===== config.mk =====
export PLATFORM = sky130hd
export DESIGN_NAME = regfile_wb_arbiter
export DESIGN_NICKNAME = d
export VERILOG_FILES = /design/src/rtl/regfile_wb_arbiter.sv
export SDC_FILE = /design/constraint.sdc
export NUM_CORES = 1
export LEC_CHECK = 0
export CAP_MARGIN = 10
export CORE_ASPECT_RATIO = 0.5
export CORE_UTILIZATION = 59
export DETAILED_ROUTE_END_ITERATION = 6
export PLACE_DENSITY = 0.84
export SKIP_LAST_GASP = 1
export SLEW_MARGIN = 20
export SYNTH_ARGS = -nofsm -noshare
export SYNTH_HDL_FRONTEND = slang
export SYNTH_SLANG_ARGS = --single-unit
export TNS_END_PERCENT = 1

===== constraint.sdc =====
create_clock -name clk -period 3.8 [get_ports clk]
set_clock_uncertainty 0.1 [all_clocks]
set_input_delay 0.57 -clock clk [delete_from_list [all_inputs] [get_ports clk]]
set_output_delay 0.57 -clock clk [all_outputs]
set_load 0.02 [all_outputs]

===== src/rtl/regfile_wb_arbiter.sv =====
// Register-file writeback arbiter: execute results vs. buffered load returns, plus pending-load scoreboard.
// Optional forwarding outputs (fwd1_hit, fwd2_hit, fwd_data) are enabled by defining WB_FWD_EN.
module regfile_wb_arbiter #(
  parameter int unsigned LD_FIFO_DEPTH = 4,
  parameter int unsigned STARVE_LIMIT  = 3
) (
  input  logic        clk,
  input  logic        reset,
  input  logic        ex_valid,
  output logic        ex_ready,
  input  logic [4:0]  ex_rd,
  input  logic [31:0] ex_data,
  input  logic        ld_issue,
  input  logic [4:0]  ld_issue_rd,
  input  logic        ld_valid,
  output logic        ld_ready,
  input  logic [4:0]  ld_rd,
  input  logic [31:0] ld_data,
  input  logic [4:0]  q_rs1,
  input  logic [4:0]  q_rs2,
  output logic        hazard,
  output logic        wb_we,
  output logic [4:0]  wb_rd,
  output logic [31:0] wb_data
`ifdef WB_FWD_EN
  ,
  output logic        fwd1_hit,
  output logic        fwd2_hit,
  output logic [31:0] fwd_data
`endif
);

  localparam int unsigned AW = (LD_FIFO_DEPTH > 1) ? $clog2(LD_FIFO_DEPTH) : 1;
  localparam int unsigned SW = $clog2(STARVE_LIMIT + 1);
  localparam logic [AW:0]   DEPTH_C = LD_FIFO_DEPTH[AW:0];
  localparam logic [SW-1:0] LIMIT_C = STARVE_LIMIT[SW-1:0];

  logic [4:0]    fifo_rd   [LD_FIFO_DEPTH];
  logic [31:0]   fifo_data [LD_FIFO_DEPTH];
  logic [AW-1:0] wr_ptr, rd_ptr;
  logic [AW:0]   count;
  logic [SW-1:0] starve;
  logic [31:0]   pending, pending_nxt;

  logic        fifo_empty, fifo_full, push, pop, force_ld, grant_ex, grant_ld;
  logic [4:0]  head_rd;
  logic [31:0] head_data;

  always_comb begin
    fifo_empty = (count == '0);
    fifo_full  = (count == DEPTH_C);
    ld_ready   = !fifo_full;
    push       = ld_valid && !fifo_full;
    force_ld   = (starve == LIMIT_C) && !fifo_empty;
    ex_ready   = !force_ld;
    grant_ex   = ex_valid && ex_ready;
    grant_ld   = !grant_ex && !fifo_empty;
    pop        = grant_ld;
    head_rd    = fifo_rd[rd_ptr];
    head_data  = fifo_data[rd_ptr];
  end

  always_ff @(posedge clk) begin
    if (push) begin
      fifo_rd[wr_ptr]   <= ld_rd;
      fifo_data[wr_ptr] <= ld_data;
    end
  end

  always_ff @(posedge clk) begin
    if (reset) begin
      wr_ptr <= '0;
      rd_ptr <= '0;
      count  <= '0;
    end else begin
      if (push) wr_ptr <= wr_ptr + 1'b1;
      if (pop)  rd_ptr <= rd_ptr + 1'b1;
      case ({push, pop})
        2'b10:   count <= count + 1'b1;
        2'b01:   count <= count - 1'b1;
        default: ;
      endcase
    end
  end

  always_ff @(posedge clk) begin
    if (reset || fifo_empty || pop)
      starve <= '0;
    else if (starve != LIMIT_C)
      starve <= starve + 1'b1;
  end

  // Clear is applied before set so a re-issue to the same register wins.
  always_comb begin
    pending_nxt = pending;
    if (grant_ld) pending_nxt[head_rd] = 1'b0;
    if (ld_issue) pending_nxt[ld_issue_rd] = 1'b1;
    pending_nxt[0] = 1'b0;
  end

  always_ff @(posedge clk) begin
    if (reset) pending <= '0;
    else       pending <= pending_nxt;
  end

  always_comb begin
    hazard = ((q_rs1 != '0) && pending[q_rs1]) || ((q_rs2 != '0) && pending[q_rs2]);
  end

  always_ff @(posedge clk) begin
    if (reset) begin
      wb_we   <= 1'b0;
      wb_rd   <= '0;
      wb_data <= '0;
    end else if (grant_ex) begin
      wb_we   <= (ex_rd != '0);
      wb_rd   <= ex_rd;
      wb_data <= ex_data;
    end else if (grant_ld) begin
      wb_we   <= (head_rd != '0);
      wb_rd   <= head_rd;
      wb_data <= head_data;
    end else begin
      wb_we   <= 1'b0;
    end
  end

`ifdef WB_FWD_EN
  always_comb begin
    fwd1_hit = wb_we && (wb_rd == q_rs1) && (q_rs1 != '0);
    fwd2_hit = wb_we && (wb_rd == q_rs2) && (q_rs2 != '0);
    fwd_data = wb_data;
  end
`endif

endmodule


# Word level (Yosys, flattened, before mapping)
# Memory sizes are Yosys's and may differ from the RTL's. A register that Yosys moved wholly into a read port is not among the register bits.
# Index checks and enable logic that the tools add are counted.
dict set report word_totals {
  register_bits 79
  out_inout_bits 41
  n_memories 2
  inputBits 94
  elab_cells 75
  ramBits 148
}
# memory words width read_ports rd_clocked_by_memory_dff write_ports line
set mem_list {}
lappend mem_list {fifo_data 4 32 1 1 1 39} ;# logic [31:0] fifo_data [LD_FIFO_DEPTH];
lappend mem_list {fifo_rd 4 5 1 1 1 38} ;# logic [4:0] fifo_rd [LD_FIFO_DEPTH];
dict set report classes {
  n_reduce_logical 22
  order_cmp 6
  n_eq_ne 5
  bitwise 3
  add_sub_neg 5
  mux 23
}
# operator n
set op_table {}
lappend op_table {{$mux 32} 4}
lappend op_table {{$and 32x32->32} 1}
lappend op_table {{$not 32->32} 1}
lappend op_table {{$or 32x32->32} 1}
lappend op_table {{$lt 5x6->1 const B} 4}
lappend op_table {{$reduce_bool 5->1} 4}
lappend op_table {{$bmux 1 s5} 2}
lappend op_table {{$demux 1 s5} 2}
lappend op_table {{$ge 5x1->1 const B} 2}
lappend op_table {{$mux 5} 2}
lappend op_table {{$logic_and 1x1->1} 8}
lappend op_table {{$mux 1} 8}
lappend op_table {{$mux 2} 4}
lappend op_table {{$add 2x1->2 const B} 3}
lappend op_table {{$pmux 3 s2} 1}
lappend op_table {{$eq 2x2->1 const B} 2}
lappend op_table {{$logic_not 1->1} 4}
lappend op_table {{$reduce_bool 2->1} 2}
lappend op_table {{$add 3x1->3 const B} 1}
lappend op_table {{$eq 3x3->1 const B} 1}
lappend op_table {{$logic_not 3->1} 1}
lappend op_table {{$logic_or 1x1->1} 3}
lappend op_table {{$sub 3x1->3 const B} 1}
lappend op_table {{$eq 2x1->1 const B} 1}
lappend op_table {{$ne 2x2->1 const B} 1}

# Depth between registers and ports, before layout
dict set report depth {
  word_depth 10
  depth_mapped 10
  ltp_nobuf 10
}

# Worst setup path after synthesis
# No wires, ideal clock.
dict set report synth_timing {
  path_type {input -> output}
  from {in q_rs1[0]}
  to {out hazard}
  required_ns 3.130
  arrival_time_ns 2.010
  path_slack_ns 1.120
  path_buffers 1
  stages 5
  path_cell_list {clkbuf_1 > mux4_2 > and4b_1 > nor3_1 > nand4_1}
}
dict set report synth_via {
  elab_chain_cells 4
  elab_cells_between_ends 5
  cone_classes {mux (2); reduce/logical (3)}
}
# item line
set synth_lines {}
lappend synth_lines {{start: declaration} 19} ;# input logic [4:0] q_rs1,
lappend synth_lines {{$bmux 1 s5} 107} ;# hazard = ((q_rs1 != '0) && pending[q_rs1]) || ((q_rs2 != '0) && pending[q_rs2]);
lappend synth_lines {{$mux 1 (implied by the code)} 107}
lappend synth_lines {{$logic_and 1x1->1 *} 107}
lappend synth_lines {{$logic_or 1x1->1 *} 107}
lappend synth_lines {{end: declaration} 21} ;# output logic hazard,
# Mark *: on every way between the ends. The rest lies on a longest branch, timed or not. The select of a mux whose other input is x is not followed.

# Final worst setup path
dict set report layout_timing {
  from {in q_rs2[0]}
  to {out hazard}
}
dict set report layout_via {
  elab_chain_cells 4
  elab_cells_between_ends 5
  cone_classes {mux (2); reduce/logical (3)}
}
# item line
set layout_lines {}
lappend layout_lines {{start: declaration} 20} ;# input logic [4:0] q_rs2,
lappend layout_lines {{$bmux 1 s5} 107}
lappend layout_lines {{$mux 1 (implied by the code)} 107}
lappend layout_lines {{$logic_and 1x1->1 *} 107}
lappend layout_lines {{$logic_or 1x1->1 *} 107}
# Marks and branches as above.

==> run metrics <==
status complete, no violations; final cycle utilization of the critical path 94.2%; post-synth design cell area 9460 sq um; most frequent cells in the layout sky130_fd_sc_hd__edfxtp_1, sky130_fd_sc_hd__clkdlybuf4s50_1, sky130_fd_sc_hd__dfxtp_1, sky130_fd_sc_hd__nand2_1, sky130_fd_sc_hd__mux4_2; standard-cell row count 32; flop-to-flop setup slack 1.16 ns; nets in the synthesized netlist 785; combinational group share of total power 27.3%; clock tree from TritonCTS yes; length in cells of the worst reg-to-reg path 8; Int Power 0.00489 W; number of flip-flops and latches in the synthesized netlist 228; Max Slew Vio Count 0; Slowest cell on crit path sky130_fd_sc_hd__clkdlybuf4s50_1; Synth Area per Inst 13.8 sq um; full die area 16600 sq um; total negative slack 0 ns; time the final worst path needs with I/O delays and setup 3.58 ns; total half-perimeter wirelength after legalization and detailed placement 13.8 mm; CP endpoint hazard; headroom to the max-slew limit 31.4%; worst vdd ir 0.000399 V; Starting Density 60.9%; Clock Root Buffer sky130_fd_sc_hd__clkbuf_16; Final Total Pwr 0.00696 W; count of hold buffers inserted by post-cts repair 0; overall overflow remaining after global route 0; async set-or-reset flop fraction in the synthesized netlist 0%; GR met1 Demand/Resource 35.5%; # IOs 135; clock sink total 228; Yosys warnings 0; final antenna diode count 0; number of search-and-repair iterations in the first detailed-routing pass 5; sequential power share 45.0%; cells after synthesis 684; main flop type after synthesis sky130_fd_sc_hd__edfxtp_1; Final #Nets 909; switching portion of total power 29.8%; Placed Instance Area 11000 sq um; endpoints failing setup 0; number of global-route vias before repair 6301; worst slew pin tran 1.03 ns; Critical Path Start Type primary input; switching component of the power 0.00207 W; Leakage Power 3.86 nW; die width 181 um; worst min-delay path class register to register; setup repair after global routing missed its margin no; leading cell type in the layout, fill and taps excluded sky130_fd_sc_hd__edfxtp_1; post-CTS repair timing setup buffer count 0; clock slew seen by the registers of the worst setup and hold paths 0.06 ns; later-pin clock latency in the skew report 0.50 ns; buffer levels on the longest clock path 3; largest stage delay on the critical path 0.61 ns; H-tree depth reported by CTS 1; power per cell area 601 nW/um^2; maximum fanout along the worst path 10; worst setup path startpoint q_rs2[0]; post-synthesis to final-layout area growth 22.4%; share of total power in the clock network 27.7%; GR peak layer met2; WL final 22.3 mm; Worst Path Required 3.13 ns; initial antenna violation count 0; Detail Route Antenna Nets 0; worst reg2reg endpoint count[2]; placeable core region 15500 sq um; Total Routing Usage GR 27.5%; post-layout instance area 11600 sq um; GRT met3 Usage 4.73%; maximum frequency from static timing analysis 280 MHz; input/output buffers 134; met2 Track Usage GR 47.7%; wire length of the first global-routing pass 34.6 mm; Avg WL per Cell 21.7 um; number of enable-type register cells in the synthesized netlist 148; sequential cell area fraction in the yosys report 63.9%; fraction of layout instances using a drive strength above 1 12.5%; post-detailed-route via-to-cell ratio 6.21; PostCTS Resize Cnt 0; startpoint-to-endpoint class of the critical path primary input to output pin; pin count of the biggest net entering global routing 57; arrival time of data at the critical path endpoint 2.91 ns; Hold Fails Final Rpt 0; DRC marker count from the first detailed-route iteration 530; Cell Chain, Critical Path clkdlybuf4s50_1 -> buf_4 -> mux2i_1 -> mux4_2 -> nor3_1 -> nor3_1 -> nand4_1 -> clkdlybuf4s50_1; number of violations of the max-capacitance limit 0; Util after Layout 74.5%; category of the worst setup path capture point output pin; die extent in y 91.5 um; CTS Buf Count 20; routability cong. 0.988; number of remaining DRC errors 0; startpoint of the lowest-slack register-to-register path count[0]; number of distinct standard cells referenced by the synthesized netlist 46; Vias 6375
Yosys cell counts (4+ instances only):
cell type                  instances  area (sq um)
sky130_fd_sc_hd__edfxtp_1        148          4440
sky130_fd_sc_hd__dfxtp_1          80          1600
sky130_fd_sc_hd__mux4_2           49          1100
sky130_fd_sc_hd__nand2_1          49           184
sky130_fd_sc_hd__o21ai_0          48           240
sky130_fd_sc_hd__nor2_1           47           176
sky130_fd_sc_hd__nand3_1          39           195
sky130_fd_sc_hd__clkbuf_1         33           124
sky130_fd_sc_hd__a311oi_1         32           280
sky130_fd_sc_hd__nor2b_1          31           194
sky130_fd_sc_hd__inv_1            14          52.6
sky130_fd_sc_hd__mux2i_1          10           100
sky130_fd_sc_hd__nand3b_1         10          75.1
sky130_fd_sc_hd__nor3_1            8          40.0
sky130_fd_sc_hd__a21oi_1           7          35.0
sky130_fd_sc_hd__buf_2             7          35.0
sky130_fd_sc_hd__ha_1              6          75.1
sky130_fd_sc_hd__o32ai_1           6          52.6
sky130_fd_sc_hd__and2_1            5          31.3
sky130_fd_sc_hd__or3_1             5          31.3
sky130_fd_sc_hd__and3_1            4          25.0
sky130_fd_sc_hd__nor3b_1           4          30.0
kinds of logic (layout without fill, tap and decap cells):
| logic type | Yosys count | count (layout) | share of synthesized area (%) |
|---|---|---|---|
| muxes | 59 | 59 | 12.7 |
| adders and majority gates | 7 | 7 | 1.01 |
| DFF | 228 | 228 | 63.9 |
| AOI/OAI and AO/OA | 110 | 110 | 7.80 |
| and+or+nand+nor | 216 | 216 | 11.6 |
| buffers and inverters | 59 | 197 | 2.53 |
| xor gates and xnor gates | 5 | 5 | 0.463 |
power groups by stage:
stage | Sequential (W) | Clock (W) | Combinational [W]
6_report | 0.00313 | 0.00193 | 0.00190
5_1_grt | 0.00316 | 0.00205 | 0.00204
4_1_cts | 0.00313 | 0.00195 | 0.00191
3_5_place_dp | 0.00318 | 0 | 0.00188
3_3_place_gp | 0.00316 | 0 | 0.00183
2_1_floorplan | 0.00329 | 0 | 0.00110
final cells by class:
type	count	area, sq um
clock inverters	11	92.6
well taps	204	255
inverters	14	52.6
clock buffers	25	519
fillers	953	3960
multi-input cells	397	3180
flip-flops and latches	228	6050
repair buffers	147	1430
through the flow:
step	setup slack, ns	instances	hold slack (ns)
finish	0.222	1026	0.331
global route	0.0462	1026	0.333
CTS	0.196	1026	0.313
detailed placement	0.206	990	0.326
global placement	0.269	990	0.315
floorplan	1.12	684	0.307
critical path: cells and delay by family:
family | cells | cell delay, ns
buffers and inverters | 3 | 1.46
AND/OR/NAND/NOR | 3 | 0.32
multiplexers | 2 | 0.55
flip-flops by register name, summed over array words and instances, names as in the netlist, named ones only:
signal / count
starve: 2
wb_rd: 5
fifo_data: 128
fifo_rd: 20
pending: 31
count: 3
rd_ptr: 2
wb_data: 32
wb_we: 1
wr_ptr: 2
worst min path at each step:
stage / from / to / slack (ns) / depth (start not counted)
final: starve[0] / starve[0] / 0.33 / 1
after global routing: ex_valid / starve[0] / 0.33 / 3
after CTS: ex_valid / starve[0] / 0.31 / 3
after detailed placement: starve[0] / starve[0] / 0.33 / 1
after global placement: starve[0] / starve[0] / 0.31 / 1
after floorplan: starve[0] / starve[0] / 0.31 / 1
routing by layer:
layer	wire length, um	share of wire, %	up-vias
met5	0	0	-
met4	627	2.8	0
met3	1620	7.3	58
met2	11200	50	305
met1	8830	40	3127
li1	-	-	2885
Power figures use the tool's default switching activity.
